### config.mk
export PLATFORM = sky130hd
export DESIGN_NAME = branch_resolver
export DESIGN_NICKNAME = d
export VERILOG_FILES = /design/src/rtl/branch_resolver_pkg.sv /design/src/rtl/branch_target_calc.sv /design/src/rtl/branch_resolver.sv
export SDC_FILE = /design/constraint.sdc
export NUM_CORES = 1
export LEC_CHECK = 0
export ABC_AREA = 1
export BUFFER_PORTS_ARGS = -buffer_cell sky130_fd_sc_hd__buf_2
export CAP_MARGIN = 0
export CORE_MARGIN = 5
export CORE_UTILIZATION = 34
export DETAILED_ROUTE_END_ITERATION = 10
export SLEW_MARGIN = 20
export SYNTH_ARGS = -nofsm -noshare
export SYNTH_HDL_FRONTEND = slang
export SYNTH_SLANG_ARGS = --single-unit
### constraint.sdc
create_clock -name clk -period 2.3 [get_ports clk]
set_input_delay 0.23 -clock clk [delete_from_list [all_inputs] [get_ports clk]]
set_output_delay 0.23 -clock clk [all_outputs]
set_load 0.005 [all_outputs]
### src/rtl/branch_resolver_pkg.sv
// Shared opcodes, resolver state encoding and RV32 immediate decoders
// for the execute-stage branch resolution path.
package branch_resolver_pkg;

  localparam logic [6:0] OPCODE_JAL    = 7'b1101111;
  localparam logic [6:0] OPCODE_JALR   = 7'b1100111;
  localparam logic [6:0] OPCODE_BRANCH = 7'b1100011;

  typedef enum logic [1:0] {
    BR_IDLE     = 2'd0,
    BR_REDIRECT = 2'd1,
    BR_DRAIN    = 2'd2
  } br_state_e;

  function automatic logic [31:0] jimm(input logic [31:0] instr);
    return {{11{instr[31]}}, instr[31], instr[19:12], instr[20], instr[30:21], 1'b0};
  endfunction

  function automatic logic [31:0] bimm(input logic [31:0] instr);
    return {{19{instr[31]}}, instr[31], instr[7], instr[30:25], instr[11:8], 1'b0};
  endfunction

endpackage

### src/rtl/branch_target_calc.sv
// Combinational architectural next-PC computation for the EX instruction,
// plus a flag marking control-flow opcodes.
module branch_target_calc
  import branch_resolver_pkg::*;
(
  input  logic [31:0] i_instr,
  input  logic [31:0] i_pc,
  input  logic        i_taken,
  input  logic [31:0] i_jalr_target,
  output logic [31:0] o_actual_pc,
  output logic        o_is_cf
);

  logic [31:0] w_seq_pc;

  assign w_seq_pc = i_pc + 32'd4;

  // Select the next PC by opcode; unknown opcodes fall through sequentially
  always_comb begin
    o_actual_pc = w_seq_pc;
    o_is_cf     = 1'b0;
    case (i_instr[6:0])
      OPCODE_JAL: begin
        o_actual_pc = i_pc + jimm(i_instr);
        o_is_cf     = 1'b1;
      end
      OPCODE_BRANCH: begin
        if (i_taken) begin
          o_actual_pc = i_pc + bimm(i_instr);
        end else begin
          o_actual_pc = w_seq_pc;
        end
        o_is_cf = 1'b1;
      end
      OPCODE_JALR: begin
        o_actual_pc = i_jalr_target & ~32'd1;
        o_is_cf     = 1'b1;
      end
      default: begin
        o_actual_pc = w_seq_pc;
        o_is_cf     = 1'b0;
      end
    endcase
  end

endmodule

### src/rtl/branch_resolver.sv
// Resolves control flow in EX, issues a registered redirect to fetch on
// mispredict, squashes IF/ID during redirect/drain and keeps perf counters.
module branch_resolver
  import branch_resolver_pkg::*;
#(
  parameter int FLUSH_CYCLES = 2,
  parameter int CNT_W        = 32
) (
  input  logic             clk,
  input  logic             rst_n,
  input  logic             ex_valid,
  input  logic [31:0]      ex_instr,
  input  logic [31:0]      ex_pc,
  input  logic [31:0]      ex_predicted_pc,
  input  logic             ex_taken,
  input  logic [31:0]      ex_jalr_target,
  output logic             redirect_valid,
  output logic [31:0]      redirect_pc,
  input  logic             redirect_ready,
  output logic             flush,
  output logic [CNT_W-1:0] perf_branches,
  output logic [CNT_W-1:0] perf_mispredicts
);

  localparam logic [2:0]       FLUSH_LD = 3'(FLUSH_CYCLES);
  localparam logic [CNT_W-1:0] CNT_MAX  = {CNT_W{1'b1}};

  br_state_e        r_state;
  logic             r_redirect_valid;
  logic [31:0]      r_redirect_pc;
  logic             r_flush;
  logic [2:0]       r_drain_cnt;
  logic [CNT_W-1:0] r_perf_br;
  logic [CNT_W-1:0] r_perf_mis;

  logic [31:0] w_actual;
  logic        w_is_cf;
  logic        w_resolve;
  logic        w_mispredict;

  branch_target_calc u_calc (
    .i_instr       (ex_instr),
    .i_pc          (ex_pc),
    .i_taken       (ex_taken),
    .i_jalr_target (ex_jalr_target),
    .o_actual_pc   (w_actual),
    .o_is_cf       (w_is_cf)
  );

  // EX contents are only trusted while idle; redirect/drain cycles are wrong-path
  assign w_resolve    = ex_valid && (r_state == BR_IDLE);
  assign w_mispredict = w_resolve && (w_actual != ex_predicted_pc);

  // Redirect FSM with registered handshake outputs and drain counter
  always_ff @(posedge clk or negedge rst_n) begin
    if (!rst_n) begin
      r_state          <= BR_IDLE;
      r_redirect_valid <= 1'b0;
      r_redirect_pc    <= 32'd0;
      r_flush          <= 1'b0;
      r_drain_cnt      <= 3'd0;
    end else begin
      case (r_state)
        BR_IDLE: begin
          if (w_mispredict) begin
            r_redirect_pc    <= w_actual;
            r_redirect_valid <= 1'b1;
            r_flush          <= 1'b1;
            r_state          <= BR_REDIRECT;
          end
        end
        BR_REDIRECT: begin
          if (redirect_ready) begin
            r_redirect_valid <= 1'b0;
            if (FLUSH_CYCLES == 0) begin
              r_flush <= 1'b0;
              r_state <= BR_IDLE;
            end else begin
              r_drain_cnt <= FLUSH_LD;
              r_state     <= BR_DRAIN;
            end
          end
        end
        BR_DRAIN: begin
          if (r_drain_cnt <= 3'd1) begin
            r_flush     <= 1'b0;
            r_drain_cnt <= 3'd0;
            r_state     <= BR_IDLE;
          end else begin
            r_drain_cnt <= r_drain_cnt - 3'd1;
          end
        end
        default: begin
          r_state          <= BR_IDLE;
          r_redirect_valid <= 1'b0;
          r_flush          <= 1'b0;
          r_drain_cnt      <= 3'd0;
        end
      endcase
    end
  end

  // Saturating performance counters
  always_ff @(posedge clk or negedge rst_n) begin
    if (!rst_n) begin
      r_perf_br  <= '0;
      r_perf_mis <= '0;
    end else begin
      if (w_resolve && w_is_cf && (r_perf_br != CNT_MAX)) begin
        r_perf_br <= r_perf_br + CNT_W'(1);
      end
      if (w_mispredict && (r_perf_mis != CNT_MAX)) begin
        r_perf_mis <= r_perf_mis + CNT_W'(1);
      end
    end
  end

  assign redirect_valid   = r_redirect_valid;
  assign redirect_pc      = r_redirect_pc;
  assign flush            = r_flush;
  assign perf_branches    = r_perf_br;
  assign perf_mispredicts = r_perf_mis;

endmodule

==> results.md <==
* Clock tree from TritonCTS: yes
* Outcome: complete, but fails checks
* Kind of critical path: input pin to flop
* Worst slew margin relative to its limit at 61.7%
* Detailed Place HPWL at 42100 um
* Die ar. at 38300 sq um
* Synth warn at 0
* Routed via count divided by cell count at 4.90
* Port Buffer Count at 229
* Setup-violating endpoint count in the final report at 77
* Max VDD drop at 426 uV
* Core area at 34300 sq um
* Unrepaired setup endpoints after global routing: true
* CP startpoint kind: input pin
* Post-place setup slack at -1.24 ns
* Clock Skews at 0.0107 ns
* Die Y-Extent at 196 um
* Share of cells above drive strength 1 at 39.7%
* Clock latency reported for the late side of the worst-skew pair at 0.35 ns
* Cells after DPL at 3076
* Peak fanout along the critical path at 10
* Vias in the first global route at 15200
* Commonest cells after routing, fill and taps aside: 660 x sky130_fd_sc_hd__nand2_1, 431 x sky130_fd_sc_hd__buf_4, 258 x sky130_fd_sc_hd__inv_1
* Global-route wire length before repair at 78900 um
* Clock buffer count from CTS at 9
* Final max-slew violation count at 0
* Global placer's final weighted congestion at 1.03
* Total routing usage reported by global routing at 25.5%
* Sequential cell area at 2580 sq um
* DRT Pass-1 Iters at 5
* Number of nets with antenna violations after routing at 0
* Area used by multi-input combinational logic at 9470 sq um
* Effective utilization at floorplan at 34.2%
* Synth-to-Final Area Change at 62.6%
* Final hold violation count at 0
* Shortest period the worst path allows at 2.81 ns
* Average routed wire per standard cell at 16.5 um
* Die X-Extent at 196 um
* Iteration-0 DRC Markers at 972
* Most common cell after layout, fill and taps aside: sky130_fd_sc_hd__nand2_1
* Total number of placement rows at 68
* Worst setup EP type: flop
* Final setup margin at -0.506 ns
* Final Cell Area at 19000 sq um
* Number of top-level design ports at 231
* Layout Cells excl Fill at 3162
* Period utilisation layout at 122%
* Syn Nets at 2211
* Flip-flop and latch count after synthesis at 103
* CTS H-tree lvls at 3
* Number of maximum-capacitance constraint violations at 0
* Path class of the lowest-slack min-delay path: input pin to flop
* Sequential-to-total area share from yosys stat at 22.0%
* TritonCTS Sinks at 103
* Buffers from clock root to sink, at most at 2
* Via count of the routed design at 15500
* Clock-pin slew reported for the worst setup and hold paths after clock tree synthesis at 0.07 ns
* Max Freq at 356 MHz
* Transition time at the pin with the least slew margin at 0.570 ns
* Maximum number of pins on one net before global-route repair at 56
* Initial antenna violation count at 1
* Count of flip-flops with a built-in enable after synthesis at 0
* Number of inserted filler cells in the final layout at 3413
* Leading register cell type out of synthesis: sky130_fd_sc_hd__dfrtp_1
* Cell Area, Synth at 11700 sq um
* Grt total ovfl at 0
* Power Density at 474 nW/um^2
* Post-synthesis instance total at 2026
* DR DRC count at 0
* Final net count at 2886
* Clock root buffer: sky130_fd_sc_hd__clkbuf_16
* Routed Wire Length at 52000 um
* Overall power after layout at 9.03 mW
* Cell variety after synth at 46
* DP Area at 16400 sq um
* Failing checks: setup timing
* Crit path required time at 2.53 ns
* Data arrival at the endpoint of the critical path at 3.04 ns
* Leakage dissipation at 10.2 nW
* Average cell area after synthesis at 5.78 sq um
* Async set-or-reset flop fraction in the synthesized netlist at 100%
through the flow:
step / utilization (%) / setup TNS (ns) / hold WS, ns
after global routing: 55.5 / -44.62 / 0.180
after floorplan: - / -20.01 / -0.0656
after CTS: 52.7 / -25.15 / 0.156
after global placement: 47.9 / -79.51 / 0.205
final: 55.5 / -32.01 / 0.165
after detailed placement: 47.9 / -83.28 / 0.207
worst paths after layout:
| kind | endpoint | cells past startpoint | from | slack [ns] |
|---|---|---|---|---|
| hold reg to reg | redirect_pc[22]$_DFFE_PN0P_ | 2 | redirect_pc[22]$_DFFE_PN0P_ | 0.49 |
| setup reg to reg | perf_branches[23]$_DFFE_PN0P_ | 15 | perf_branches[0]$_DFFE_PN0P_ | -0.18 |
| max in group asynchronous | perf_mispredicts[21]$_DFFE_PN0P_ | 3 | rst_n | 1.26 |
| hold / removal | r_state[1]$_DFFE_PN0P_ | 3 | redirect_ready | 0.17 |
| min in group asynchronous | perf_branches[4]$_DFFE_PN0P_ | 2 | rst_n | 0.38 |
| setup / recovery | perf_mispredicts[11]$_DFFE_PN0P_ | 24 | ex_pc[1] | -0.51 |
synthesized netlist by cell type, drive strengths merged (12+ instances only):
master / instances / area (sq um)
nand2: 766 / 2920
inv: 292 / 1100
nand3: 240 / 1210
nor2: 185 / 761
dfrtp: 103 / 2580
a21oi: 86 / 438
xor2: 65 / 569
o21ai: 51 / 255
ha: 50 / 626
nor3: 47 / 272
nand4: 35 / 219
buf: 25 / 153
nand3b: 24 / 184
nor4: 12 / 90.1
xnor2: 12 / 105
what timing repair did:
item	4_1_cts	5_1_grt
endpoints found under the setup margin	75	87
gates resized for setup	211	200
hold endpoints to repair	30	0
pin swaps	37	74
hold buffers	1	0
buffers inserted	37	31
cloned	3	4
registers in the layout (all words and copies together), names as in the netlist:
| register | flops |
|---|---|
| redirect_pc | 32 |
| redirect_valid | 1 |
| r_state | 2 |
| r_drain_cnt | 3 |
| perf_branches | 32 |
| flush | 1 |
| perf_mispredicts | 32 |
layout make-up:
type	instances	area share (%)
Inverter	295	5.87
Tap cell	455	2.99
Timing Repair Buffer	695	26.2
Clock inverter	3	0.355
Clock buffer	12	1.29
Antenna cell	2	0.0263
Sequential cell	103	13.5
Multi-Input combinational cell	1597	49.7
layer usage:
layer | share of wire, % | track usage [%]
met1 | 43 | 33.4
met2 | 49 | 44.2
met3 | 4.5 | 2.04
met4 | 3.5 | 8.92
met5 | 0 | 0
report_power, final:
group / total [mW] / switching, mW / internal [mW] / leakage, nW
sequential: 2.48 / 0.277 / 2.20 / 1.34
clock: 1.64 / 0.661 / 0.979 / 0.149
combinational: 4.91 / 2.69 / 2.22 / 8.69
total: 9.03 / 3.62 / 5.40 / 10.2
cell families after synthesis:
logic type	after synthesis	share of synthesized area [%]
AO/OA/AOI/OAI	148	6.75
flip-flops	103	22.0
XOR/XNOR	77	5.76
buffers and inverters	329	11.1
multiplexers	1	0.0961
AND/OR/NAND/NOR	1316	48.6
adder cells (fa/ha/maj)	52	5.68
worst max-delay path, cell delays in order:
cell and delay, ns:
sky130_fd_sc_hd__buf_8 0.09, sky130_fd_sc_hd__ha_4 0.13, sky130_fd_sc_hd__inv_2 0.04, sky130_fd_sc_hd__fa_2 0.35, sky130_fd_sc_hd__inv_2 0.11, sky130_fd_sc_hd__buf_6 0.12
sky130_fd_sc_hd__nor2_1 0.04, sky130_fd_sc_hd__o21ai_1 0.19, sky130_fd_sc_hd__nand2_1 0.13, sky130_fd_sc_hd__nand4_1 0.12, sky130_fd_sc_hd__nand3_2 0.08, sky130_fd_sc_hd__nor2_2 0.11
sky130_fd_sc_hd__nand2_1 0.07, sky130_fd_sc_hd__nor2_2 0.14, sky130_fd_sc_hd__nand3_1 0.09, sky130_fd_sc_hd__nor2_1 0.13, sky130_fd_sc_hd__nand3_1 0.12, sky130_fd_sc_hd__nor2_2 0.15
sky130_fd_sc_hd__nand3_2 0.10, sky130_fd_sc_hd__nand2_4 0.13, sky130_fd_sc_hd__inv_8 0.09, sky130_fd_sc_hd__buf_8 0.15, sky130_fd_sc_hd__nand3_1 0.08, sky130_fd_sc_hd__nand2_1 0.07
(Power assumes the default switching activity.)
